`src/rtl/swd_host_pkg.sv`:
```
//------------------------------------------------------------------------------
// Module  : swd_host_pkg
// Brief   : Shared types and constants for the SWD host: FSM state encoding,
//           ACK codes, phase lengths and the request-header builder.
//           Build option: SWD_HOST_LINE_RESET_EN adds the LRST state.
// Rev     : 1.0  initial release
//------------------------------------------------------------------------------
`default_nettype none

package swd_host_pkg;

  typedef logic [2:0] swd_ack_t;

  typedef enum logic [3:0] {
    IDLE  = 4'd0,
    REQ   = 4'd1,
    TRN1  = 4'd2,
    ACK   = 4'd3,
    RDATA = 4'd4,
    WDATA = 4'd5,
    TRN2  = 4'd6,
    TAIL  = 4'd7
`ifdef SWD_HOST_LINE_RESET_EN
    ,
    LRST  = 4'd8
`endif
  } state_t;

  localparam swd_ack_t ACK_OK    = 3'b001;
  localparam swd_ack_t ACK_WAIT  = 3'b010;
  localparam swd_ack_t ACK_FAULT = 3'b100;

  // Phase lengths in SWCLK cycles
  localparam int unsigned REQ_LEN      = 8;
  localparam int unsigned ACK_LEN      = 3;
  localparam int unsigned DATA_LEN     = 33;
  localparam int unsigned TAIL_LEN     = 8;
  localparam int unsigned LRST_LEN     = 56;
  localparam int unsigned LRST_LOW_LEN = 8;

  // Request header, bit 0 is sent first:
  // start, APnDP, RnW, A2, A3, even parity, stop, park
  function automatic logic [7:0] req_header(input logic       apndp,
                                            input logic       rnw,
                                            input logic [1:0] addr);
    return {1'b1, 1'b0, ^{apndp, rnw, addr}, addr[1], addr[0], rnw, apndp, 1'b1};
  endfunction

endpackage

`default_nettype wire

```
`src/rtl/swd_host_if.sv`:
```
//------------------------------------------------------------------------------
// Module  : swd_host_if
// Brief   : Request/response bus between a requester and the SWD host.
//           master = requester side, slave = SWD host side.
// Rev     : 1.0  initial release
//------------------------------------------------------------------------------
`default_nettype none

interface swd_host_if;
  import swd_host_pkg::*;

  logic        req_valid;
  logic        req_ready;
  logic        req_apndp;
  logic        req_rnw;
  logic [1:0]  req_addr;
  logic [31:0] req_wdata;
  logic        rsp_valid;
  swd_ack_t    rsp_ack;
  logic [31:0] rsp_rdata;
  logic        rsp_perr;

  modport master (
    output req_valid, req_apndp, req_rnw, req_addr, req_wdata,
    input  req_ready, rsp_valid, rsp_ack, rsp_rdata, rsp_perr
  );

  modport slave (
    input  req_valid, req_apndp, req_rnw, req_addr, req_wdata,
    output req_ready, rsp_valid, rsp_ack, rsp_rdata, rsp_perr
  );

endinterface

`default_nettype wire

```
`src/rtl/swd_host_clkgen.sv`:
```
//------------------------------------------------------------------------------
// Module  : swd_host_clkgen
// Brief   : SWCLK divider. Each half period lasts CLK_DIV sysclk cycles; the
//           rise/fall strobes are high in the sysclk cycle whose closing edge
//           toggles SWCLK. SWCLK is held low while run is low.
// Rev     : 1.0  initial release
//------------------------------------------------------------------------------
`default_nettype none

module swd_host_clkgen #(
  parameter int CLK_DIV = 4
) (
  input  logic sysclk,
  input  logic sysrst,
  input  logic run,
  output logic swclk,
  output logic rise,
  output logic fall
);

  logic [7:0] r_div_cnt;
  logic       r_swclk;
  logic       w_wrap;

  assign w_wrap = run && (r_div_cnt == 8'(CLK_DIV - 1));
  assign rise   = w_wrap && !r_swclk;
  assign fall   = w_wrap && r_swclk;
  assign swclk  = r_swclk;

  // Half-period counter; SWCLK parks low and the count restarts when idle
  always_ff @(posedge sysclk or negedge sysrst) begin
    if (!sysrst) begin
      r_div_cnt <= 8'd0;
      r_swclk   <= 1'b0;
    end else if (!run) begin
      r_div_cnt <= 8'd0;
      r_swclk   <= 1'b0;
    end else if (w_wrap) begin
      r_div_cnt <= 8'd0;
      r_swclk   <= ~r_swclk;
    end else begin
      r_div_cnt <= r_div_cnt + 8'd1;
    end
  end

endmodule

`default_nettype wire

```
`src/rtl/swd_host.sv`:
```
//------------------------------------------------------------------------------
// Module  : swd_host
// Brief   : Serial Wire Debug host. Runs one SWD transaction per accepted
//           request: header, turnaround, ACK, then read data (with parity
//           check) or write data, followed by idle tail cycles.
//           Build option: SWD_HOST_LINE_RESET_EN adds the line_reset input
//           and the LRST line-reset sequence (56 high + 8 low SWCLK).
// Rev     : 1.0  initial release
//------------------------------------------------------------------------------
`default_nettype none

module swd_host
  import swd_host_pkg::*;
#(
  parameter int CLK_DIV = 4
) (
  input  logic       sysclk,
  input  logic       sysrst,
  swd_host_if.slave  bus,
  output logic       SWCLK,
  output logic       SWDIO_o,
  output logic       SWDIO_oe,
  input  logic       SWDIO_i
`ifdef SWD_HOST_LINE_RESET_EN
  ,
  input  logic       line_reset
`endif
);

  state_t      r_state;
  logic [5:0]  r_cnt;      // bit index within the current phase
  logic [32:0] r_tx;       // outgoing bits, r_tx[0] is on the wire
  logic [32:0] r_rx;       // incoming read data, parity ends up in bit 32
  logic [31:0] r_wdata;
  logic        r_rnw;
  swd_ack_t    r_ack;
  logic        r_oe;
  logic        r_ready;
  logic        r_rsp_valid;
  swd_ack_t    r_rsp_ack;
  logic [31:0] r_rsp_rdata;
  logic        r_rsp_perr;

  logic        w_run;
  logic        w_rise;
  logic        w_fall;
  logic [7:0]  w_hdr;

  assign w_run = (r_state != IDLE);
  assign w_hdr = req_header(bus.req_apndp, bus.req_rnw, bus.req_addr);

  swd_host_clkgen #(
    .CLK_DIV (CLK_DIV)
  ) u_clkgen (
    .sysclk (sysclk),
    .sysrst (sysrst),
    .run    (w_run),
    .swclk  (SWCLK),
    .rise   (w_rise),
    .fall   (w_fall)
  );

  assign SWDIO_o       = r_tx[0];
  assign SWDIO_oe      = r_oe;
  assign bus.req_ready = r_ready;
  assign bus.rsp_valid = r_rsp_valid;
  assign bus.rsp_ack   = r_rsp_ack;
  assign bus.rsp_rdata = r_rsp_rdata;
  assign bus.rsp_perr  = r_rsp_perr;

  // Transaction FSM: outputs change on fall strobes, SWDIO_i is taken on rise
  // strobes. Each phase slot is one SWCLK cycle (low half then high half).
  always_ff @(posedge sysclk or negedge sysrst) begin
    if (!sysrst) begin
      r_state     <= IDLE;
      r_cnt       <= 6'd0;
      r_tx        <= 33'd0;
      r_rx        <= 33'd0;
      r_wdata     <= 32'd0;
      r_rnw       <= 1'b0;
      r_ack       <= 3'd0;
      r_oe        <= 1'b0;
      r_ready     <= 1'b0;
      r_rsp_valid <= 1'b0;
      r_rsp_ack   <= 3'd0;
      r_rsp_rdata <= 32'd0;
      r_rsp_perr  <= 1'b0;
    end else begin
      r_rsp_valid <= 1'b0;
      case (r_state)
        IDLE: begin
          r_oe  <= 1'b1;
          r_cnt <= 6'd0;
          r_tx  <= 33'd0;
`ifdef SWD_HOST_LINE_RESET_EN
          if (line_reset) begin
            r_state <= LRST;
            r_ready <= 1'b0;
            r_tx    <= 33'd1;
          end else
`endif
          if (bus.req_valid && r_ready) begin
            // Bit 0 of the header goes out now; SWCLK is low for a full
            // half period before the target's first sampling edge.
            r_state <= REQ;
            r_ready <= 1'b0;
            r_tx    <= {25'd0, w_hdr};
            r_rnw   <= bus.req_rnw;
            r_wdata <= bus.req_wdata;
          end else begin
            r_ready <= 1'b1;
          end
        end

        REQ: if (w_fall) begin
          if (r_cnt == 6'(REQ_LEN - 1)) begin
            r_state <= TRN1;
            r_cnt   <= 6'd0;
            r_oe    <= 1'b0;
            r_tx    <= 33'd0;
          end else begin
            r_cnt <= r_cnt + 6'd1;
            r_tx  <= {1'b0, r_tx[32:1]};
          end
        end

        TRN1: if (w_fall) begin
          r_state <= ACK;
          r_cnt   <= 6'd0;
        end

        ACK: begin
          if (w_rise) begin
            r_ack <= {SWDIO_i, r_ack[2:1]};
          end
          if (w_fall) begin
            r_cnt <= r_cnt + 6'd1;
            if (r_cnt == 6'(ACK_LEN - 1)) begin
              r_cnt <= 6'd0;
              if (r_ack == ACK_OK && r_rnw) begin
                r_state <= RDATA;
              end else begin
                r_state <= TRN2;
              end
            end
          end
        end

        RDATA: begin
          if (w_rise) begin
            r_rx <= {SWDIO_i, r_rx[32:1]};
          end
          if (w_fall) begin
            r_cnt <= r_cnt + 6'd1;
            if (r_cnt == 6'(DATA_LEN - 1)) begin
              r_state <= TRN2;
              r_cnt   <= 6'd0;
            end
          end
        end

        // Shared turnaround: a good read completes here, a good write goes on
        // to drive data, anything else runs the idle tail.
        TRN2: if (w_fall) begin
          r_cnt <= 6'd0;
          r_oe  <= 1'b1;
          if (r_ack == ACK_OK && r_rnw) begin
            r_state     <= IDLE;
            r_ready     <= 1'b1;
            r_rsp_valid <= 1'b1;
            r_rsp_ack   <= r_ack;
            r_rsp_rdata <= r_rx[31:0];
            r_rsp_perr  <= r_rx[32] ^ (^r_rx[31:0]);
          end else if (r_ack == ACK_OK) begin
            r_state <= WDATA;
            r_tx    <= {^r_wdata, r_wdata};
          end else begin
            r_state <= TAIL;
            r_tx    <= 33'd0;
          end
        end

        WDATA: if (w_fall) begin
          if (r_cnt == 6'(DATA_LEN - 1)) begin
            r_state <= TAIL;
            r_cnt   <= 6'd0;
            r_tx    <= 33'd0;
          end else begin
            r_cnt <= r_cnt + 6'd1;
            r_tx  <= {1'b0, r_tx[32:1]};
          end
        end

        TAIL: if (w_fall) begin
          if (r_cnt == 6'(TAIL_LEN - 1)) begin
            r_state     <= IDLE;
            r_cnt       <= 6'd0;
            r_ready     <= 1'b1;
            r_rsp_valid <= 1'b1;
            r_rsp_ack   <= r_ack;
            r_rsp_perr  <= 1'b0;
          end else begin
            r_cnt <= r_cnt + 6'd1;
          end
        end

`ifdef SWD_HOST_LINE_RESET_EN
        LRST: if (w_fall) begin
          if (r_cnt == 6'(LRST_LEN + LRST_LOW_LEN - 1)) begin
            r_state     <= IDLE;
            r_cnt       <= 6'd0;
            r_tx        <= 33'd0;
            r_ready     <= 1'b1;
            r_rsp_valid <= 1'b1;
            r_rsp_ack   <= 3'd0;
            r_rsp_perr  <= 1'b0;
          end else begin
            r_cnt <= r_cnt + 6'd1;
            r_tx  <= {32'd0, (r_cnt < 6'(LRST_LEN - 1))};
          end
        end
`endif

        default: r_state <= IDLE;
      endcase
    end
  end

endmodule

`default_nettype wire
```
`src/flat_wrapper.sv`:
```
// flat-port wrapper written by rule: the top's interface ports become plain ports
module swd_host_flat import swd_host_pkg::*;
#(
  parameter int CLK_DIV = 4
)
  (sysclk, sysrst, SWCLK, SWDIO_o, SWDIO_oe, SWDIO_i, bus_req_valid, bus_req_apndp, bus_req_rnw, bus_req_addr, bus_req_wdata, bus_req_ready, bus_rsp_valid, bus_rsp_ack, bus_rsp_rdata, bus_rsp_perr);
  swd_host_if bus_i ();
  input  logic sysclk;
  input  logic sysrst;
  output logic SWCLK;
  output logic SWDIO_o;
  output logic SWDIO_oe;
  input  logic SWDIO_i;
  input wire logic [$bits(bus_i.req_valid)-1:0] bus_req_valid;
  input wire logic [$bits(bus_i.req_apndp)-1:0] bus_req_apndp;
  input wire logic [$bits(bus_i.req_rnw)-1:0] bus_req_rnw;
  input wire logic [$bits(bus_i.req_addr)-1:0] bus_req_addr;
  input wire logic [$bits(bus_i.req_wdata)-1:0] bus_req_wdata;
  output wire logic [$bits(bus_i.req_ready)-1:0] bus_req_ready;
  output wire logic [$bits(bus_i.rsp_valid)-1:0] bus_rsp_valid;
  output wire logic [$bits(bus_i.rsp_ack)-1:0] bus_rsp_ack;
  output wire logic [$bits(bus_i.rsp_rdata)-1:0] bus_rsp_rdata;
  output wire logic [$bits(bus_i.rsp_perr)-1:0] bus_rsp_perr;
  assign bus_i.req_valid = bus_req_valid;
  assign bus_i.req_apndp = bus_req_apndp;
  assign bus_i.req_rnw = bus_req_rnw;
  assign bus_i.req_addr = bus_req_addr;
  assign bus_i.req_wdata = bus_req_wdata;
  assign bus_req_ready = bus_i.req_ready;
  assign bus_rsp_valid = bus_i.rsp_valid;
  assign bus_rsp_ack = bus_i.rsp_ack;
  assign bus_rsp_rdata = bus_i.rsp_rdata;
  assign bus_rsp_perr = bus_i.rsp_perr;
  swd_host #(.CLK_DIV(CLK_DIV)) u_core (.sysclk(sysclk), .sysrst(sysrst), .bus(bus_i), .SWCLK(SWCLK), .SWDIO_o(SWDIO_o), .SWDIO_oe(SWDIO_oe), .SWDIO_i(SWDIO_i));
endmodule
```
`config.mk`:
```
export PLATFORM = sky130hd
export DESIGN_NAME = swd_host_flat
export DESIGN_NICKNAME = d
export VERILOG_FILES = /design/src/rtl/swd_host_pkg.sv /design/src/rtl/swd_host_if.sv /design/src/rtl/swd_host_clkgen.sv /design/src/rtl/swd_host.sv /design/src/flat_wrapper.sv
export SDC_FILE = /design/constraint.sdc
export NUM_CORES = 1
export LEC_CHECK = 0
export ABC_AREA = 1
export BUFFER_PORTS_ARGS = -buffer_cell sky130_fd_sc_hd__buf_2
export CAP_MARGIN = 20
export CORE_MARGIN = 10
export CORE_UTILIZATION = 55
export CTS_CLUSTER_DIAMETER = 60
export DETAILED_ROUTE_END_ITERATION = 12
export HOLD_SLACK_MARGIN = 0.06
export PLACE_DENSITY = 0.75
export SYNTH_ARGS = -nofsm -noshare
export SYNTH_HDL_FRONTEND = slang
export SYNTH_HIERARCHICAL = 1
export SYNTH_SLANG_ARGS = --single-unit
```
`constraint.sdc`:
```
create_clock -name sysclk -period 2.6 [get_ports sysclk]
set_input_delay 0.52 -clock sysclk [delete_from_list [all_inputs] [get_ports sysclk]]
set_output_delay 0.52 -clock sysclk [all_outputs]
set_load 0.03 [all_outputs]
```
Yosys cells after proc, flatten, opt, wreduce, memory -nomap -nowiden
Cells that the tools add are included.
{"block": "word_totals", "ram_bits": 0, "reg_bits": 160, "romBits": 0, "input_bits": 40, "out_inout_bits": 41, "mem_count": 0, "word_cells": 140, "latchBits": 0}
{"block": "classes", "bitwise_logic": 2, "multipliers": 0, "n_div": 0, "reduce_logical": 29, "mux": 61, "n_eq_ne": 31, "magnitude_cmp": 0, "n_shift": 0, "n_addsub": 2}
{"cell": "$mux W33", "n": 5}
{"cell": "$pmux W33 S4", "n": 1}
{"cell": "$mux W32", "n": 2}
{"cell": "$reduce_xor A32 Y1", "n": 2}
{"cell": "$mux W4", "n": 14}
{"cell": "$mux W6", "n": 7}
{"cell": "$pmux W4 S8", "n": 1}
{"cell": "$pmux W6 S5", "n": 1}
{"cell": "$mux W8", "n": 3}
{"cell": "$ne A2 B1 Y1 const B", "n": 11}
{"cell": "$reduce_and A5 Y1", "n": 4}
{"cell": "$eq A4 B3 Y1 const B", "n": 4}
{"cell": "$mux W1", "n": 16}
{"cell": "$ne A2 B2 Y1 const B", "n": 8}
{"cell": "$reduce_and A13 Y1", "n": 1}
{"cell": "$mux W3", "n": 4}
{"cell": "$add A8 B1 Y8 const B", "n": 1}
{"cell": "$eq A4 B2 Y1 const B", "n": 2}
{"cell": "$eq A8 B2 Y1 const B", "n": 1}
{"cell": "$reduce_bool A4 Y1", "n": 2}
{"cell": "$add A6 B1 Y6 const B", "n": 1}
{"cell": "$eq A6 B2 Y1 const B", "n": 1}
{"cell": "$eq A6 B3 Y1 const B", "n": 1}
{"cell": "$eq A6 B6 Y1 const B", "n": 1}
{"cell": "19 further kinds", "n": 31}

Depth between registers and ports, before layout
{"block": "logic_depth", "word_depth": 6, "mapped_depth": 14, "depth_no_buf": 14}

Cells and area by module
The synthesis kept the hierarchy.
{"mod": "swd_host", "instances": 1, "cells_per_inst": 918, "area_per_inst_um2": 7294.5, "seq_area_each_um2": 3753.6}
{"mod": "swd_host_clkgen", "instances": 1, "cells_per_inst": 69, "area_per_inst_um2": 524.3, "seq_area_each_um2": 225.2}

Worst setup path after synthesis
No wires, ideal clock.
{"block": "synth_timing", "kind": "reg2reg", "startpoint": "register u_core.u_clkgen.r_div_cnt[0]", "endpoint": "register u_core.r_rsp_ack[0] (netlist: u_core/bus.rsp_ack[0])", "period_less_slack_ps": 1829, "stages_incl_launch_ff": 12, "t_arrival_ps": 1696, "n_path_buf": 0, "setup_slack_ps": 771, "setup_ps": 132, "required_ps": 2468, "path_cell_list": "dfrtp_1 ha_1 nand2_1 nor2_1 nand2_2 nor3_2 inv_1 o21ai_0 and3_1 o21ai_2 nand2_1 o21ai_0"}
{"block": "synth_via", "elab_chain_len": 5, "elab_cells_between_ends": 6, "cone_classes": "3 x eq/ne; 3 x reduce/logical"}
{"element": "start, declared", "line_no": "swd_host_clkgen.sv:21", "rtl": "logic [7:0] r_div_cnt;"}
{"element": "start signal, assigned", "line_no": "swd_host_clkgen.sv:42", "rtl": "r_div_cnt <= r_div_cnt + 8'd1;"}
{"element": "$eq A8 B2 Y1 *", "line_no": "swd_host_clkgen.sv:25", "rtl": "assign w_wrap = run && (r_div_cnt == 8'(CLK_DIV - 1));"}
{"element": "$logic_and A1 B1 Y1 *", "line_no": "swd_host_clkgen.sv:25"}
{"element": "$logic_and A1 B1 Y1 *", "line_no": "swd_host_clkgen.sv:27", "rtl": "assign fall = w_wrap && r_swclk;"}
{"element": "named net u_core.w_fall", "line_no": "swd_host.sv:46", "rtl": "logic w_fall;"}
{"element": "$ne A2 B2 Y1 (no source line)"}
{"element": "$reduce_and A5 Y1 (no source line) *"}
{"element": "end signal, assigned", "line_no": "swd_host.sv:171", "rtl": "r_rsp_ack <= r_ack;"}
{"element": "end signal, assigned", "line_no": "swd_host.sv:200", "rtl": "r_rsp_ack <= r_ack;"}
{"element": "end, declared", "line_no": "swd_host.sv:40", "rtl": "swd_ack_t r_rsp_ack;"}
Mark *: on every way through the listed nets, which the timed path passes. The rest lies on a longest branch.
A chain may end at the register's enable or synchronous reset.

Worst setup path in the final report
{"block": "layout_timing", "startpoint": "register u_core.r_state[2]", "endpoint": "register u_core.r_rsp_rdata[7] (netlist: u_core/bus.rsp_rdata[7])"}
{"block": "layout_via", "elab_chain_len": 4, "elab_cells_between_ends": 5, "cone_classes": "1 x eq/ne; 4 x reduce/logical"}
{"element": "start, declared", "line_no": "swd_host.sv:30", "rtl": "state_t r_state;"}
{"element": "start signal, assigned", "line_no": "swd_host.sv:75", "rtl": "r_state <= IDLE;"}
{"element": "start signal, assigned", "line_no": "swd_host.sv:105", "rtl": "r_state <= REQ;"}
{"element": "start signal, assigned", "line_no": "swd_host.sv:117", "rtl": "r_state <= TRN1;"}
{"element": "$reduce_bool A4 Y1", "line_no": "swd_host.sv:49", "rtl": "assign w_run = (r_state != IDLE);"}
{"element": "named net u_core.w_run", "line_no": "swd_host.sv:44", "rtl": "logic w_run;"}
{"element": "$logic_and A1 B1 Y1", "line_no": "swd_host_clkgen.sv:25"}
{"element": "$logic_and A1 B1 Y1", "line_no": "swd_host_clkgen.sv:27"}
{"element": "named net u_core.w_fall", "line_no": "swd_host.sv:46"}
{"element": "$reduce_and A3 Y1 (no source line)"}
{"element": "end signal, assigned", "line_no": "swd_host.sv:172", "rtl": "r_rsp_rdata <= r_rx[31:0];"}
{"element": "end, declared", "line_no": "swd_host.sv:41", "rtl": "logic [31:0] r_rsp_rdata;"}
The timed path passes the listed nets, and every way through them passes these cells.

==> key figures <==
Final layout
  • Final #Nets: 1112
  • Post-layout util: 65.0%
  • Commonest non-fill, non-tap cell in the layout: nand2_1
  • Area Overhead vs Synth: 15.5%
  • Share of cells above drive strength 1: 14.3%
  • Most frequent cells in the layout: 420 x nand2_1, 159 x dfrtp_1, 81 x o21ai_0, 79 x buf_2, 70 x inv_1
  • Fillers: 1189

Place
  • Port Buffers: 80
  • HPWL Detailed: 11600 microns
  • GP Congestion: 0.834

Clock network
  • Post-CTS Repair Setup Buffers: 0
  • Inserted Clock Buffers: 17
  • Max Buffers Root-to-Sink: 2
  • Worst-Skew Late Latency: 0.42 ns
  • H-tree depth: 4
  • Cts-stage hold buffer count: 0
  • TritonCTS clock tree: done
  • Clock-pin slew on the worst setup and hold paths: 0.06 ns
  • Clock tree root buffer cell: clkbuf_16
  • # clock sinks: 159
  • Gates resized, CTS repair: 0

Worst setup path
  • Most used cell along the critical path: buf_4
  • Crit path from: u_core/r_state[2]$_DFFE_PN0P_
  • Worst path arrival time: 2.50 ns
  • Worst setup EP type: flip-flop
  • CP max stage delay: 0.48 ns
  • Crit-path max FO: 64
  • CP required: 2.86 ns
  • Launching point of the worst reg2reg path: u_core/r_state[2]$_DFFE_PN0P_
  • Crit Path Category: reg -> reg
  • CP cell instances: nor2_1, nand2_2, inv_1, nor3_2, buf_4, nand3_2, buf_4, o21ai_0
  • Crit-path slowest cell: dfrtp_1
  • Worst setup SP type: flip-flop

Timing
  • Final Hold Fails: 0
  • Fmax: 447 MHz
  • Slew HR: 61.8%
  • Unrepaired setup endpoints after global routing: no
  • Min Tclk post-route: 2.24 ns
  • Slew at the pin with the worst max-slew slack: 0.573 ns
  • Final setup violation count: 0
  • Setup_tns: 0 ns
  • Tcrit/Tclk final: 86.0%
  • Max Transition Viols Final: 0
  • Min Hold Slack: 0.0684 ns
  • Clock skew: 0.00870 ns

Global routing
  • Largest net degree at the start of global routing: 67
  • Overall fraction of global-route tracks in use: 17.7%
  • First-pass GRT wire length: 29000 microns
  • Initial antenna violation count: 3
  • Vias in the first global route: 6265
  • GRT overflow: 0

Yosys
  • Area contributors post-synth: dfrtp_1 51%, nand2_1 20%, o21ai_0 5.2%
  • Syn_nets: 1032
  • Netlist cell types: 35
  • Syn avg cell area: 7.92 sq um
  • Post-Synth Simple-Gate Area: 26.0%
  • Synth top area share: 50.9%
  • Total number of yosys warnings: 6
  • Post-synth design cell area: 0.00782 sq mm
  • Synthesized flop and latch total: 159
  • Area leader, netlist: dfrtp_1
  • Synth Area in XOR/XNOR: 4.14%
  • Largest family of logic cells by synthesized area: simple AND/OR/NAND/NOR gates
  • Adder-Cell Fraction of Synth Area: 0.800%
  • Syn Inst Count: 987
  • Multiplexer area fraction after synthesis: 0%
  • Sequential fraction of the synthesis area: 50.9%
  • Compound-Gate Fraction of Synth Area: 12.3%

Power and ir drop
  • Static Leak: 4.62 nW
  • Maximum VDD drop: 436 uV
  • Pwr Density: 563 mW/mm^2

Floorplanning
  • Die X: 139 microns
  • Die Area: 0.0194 sq mm
  • Die Span Y: 139 microns
  • Row count: 43
  • IO Pins: 81
  • Initial Util: 56.3%
  • Core area: 0.0139 sq mm

Detailed routing
  • Vias: 6376
  • Top layer in use: met4
  • DRC viols: 0
  • Met2 WL post-DR: 7870 microns
  • Initial DRC Count: 390
  • Remaining antenna violation count after routing: 0
  • WL met1: 7800 microns
  • First-pass iteration count of the detailed router: 5
  • Vias per cell: 5.06
  • Met3 WL: 742 microns
  • Wire per inst: 13.1 microns
  • Final WL: 16500 microns

Outcome
  • Outcome: finished clean

Flow run
  • Max Cap Viol: 0

Worst hold path
  • Hold Crit Class: in -> async
==> cell usage after synthesis (all sizes together) <==
cell type and instances:
or2 2, dfrtp 159, nand2 426, buf 20, o211ai 2, xor2 16
clkbuf 13, nand3b 1, nand4 1, o21ai 116, o22ai 2, ha 5
o221ai 1, and3 1, o31ai 2, inv 77, nand3 22, a21oi 9
nor3 4, xnor2 21, nor3b 1, nor2 51, a22oi 35
==> cells by family (layout without fill, tap and decap cells) <==
logic type | after synthesis | in the layout
xor gates and xnor gates | 37 | 37
AOI/OAI and AO/OA | 167 | 167
and+or+nand+nor | 509 | 509
buffers and inverters | 110 | 201
adders and majority gates | 5 | 5
other | 0 | 3
DFF | 159 | 159
==> flip-flops by register name, indices dropped and copies added, names as in the netlist <==
register,cells
u_core/bus.rsp_rdata,32
u_core/r_cnt,6
u_core/u_clkgen/r_div_cnt,8
u_core/bus.rsp_perr,1
u_core/r_rnw,1
u_core/r_rx,33
u_core/r_ack,3
u_core/r_state,3
u_core/r_wdata,32
u_core/bus.rsp_ack,3
u_core/r_tx,33
u_core/bus.rsp_valid,1
u_core/SWDIO_oe,1
u_core/u_clkgen/swclk,1
u_core/bus.req_ready,1
==> area by class of cell <==
cell class / instances / area (sq um) / share of cell area, %
diodes: 3 / 7.51 / 0.0831
clock buffers: 20 / 457 / 5.06
clock inverters: 10 / 136 / 1.51
inverters: 77 / 289 / 3.20
multi-input cells: 718 / 3390 / 37.5
flip-flops and latches: 159 / 3980 / 44.1
well taps: 180 / 225 / 2.49
repair buffers: 94 / 549 / 6.08
==> power breakdown <==
group	total [mW]	switching, mW	internal, mW
clock network	2.51	0.962	1.55
logic	0.0932	0.0625	0.0307
registers	2.47	0	2.47
==> critical path, delay by kind of cell (launching register included) <==
family	cells	cell delay (ns)
simple gates	4	0.57
flops	1	0.48
compound gates	1	0.20
buf+inv	3	0.83
==> path summary, 6_finish.rpt <==
path | slack (ns) | end | cells after the start
worst max-delay path | 0.36 | u_core/bus.rsp_rdata[7]$_DFFE_PN0P_ | 8
worst max register to register | 0.36 | u_core/bus.rsp_rdata[7]$_DFFE_PN0P_ | 8
min in group sysclk | 0.30 | u_core/r_wdata[15]$_DFFE_PN0P_ | 3
worst min-delay path | 0.07 | u_core/bus.rsp_rdata[12]$_DFFE_PN0P_ | 1
max in group asynchronous | 1.84 | u_core/r_cnt[4]$_DFFE_PN0P_ | 2
worst min register to register | 0.48 | u_core/bus.rsp_rdata[3]$_DFFE_PN0P_ | 2
==> layer usage <==
metal  vias up  GRT usage (%)
met2       115           28.7
met4         0           4.34
met1      2950           22.3
met5         -              0
li1       3303              -
met3         8           5.72
==> through the flow <==
| stage | setup WS, ns | power, mW | instance area (sq um) | instances |
|---|---|---|---|---|
| 3_3_place_gp | 0.534 | 2.62 | 8430 | 1228 |
| 3_5_place_dp | 0.385 | 2.62 | 8430 | 1228 |
| 4_1_cts | 0.367 | 5.14 | 9020 | 1258 |
| 2_1_floorplan | 0.771 | 2.53 | 7820 | 987 |
| 5_1_grt | 0.193 | 5.27 | 9020 | 1259 |
| 6_report | 0.364 | 5.08 | 9030 | 1261 |
No activity file was read; power rests on OpenSTA's default activity.
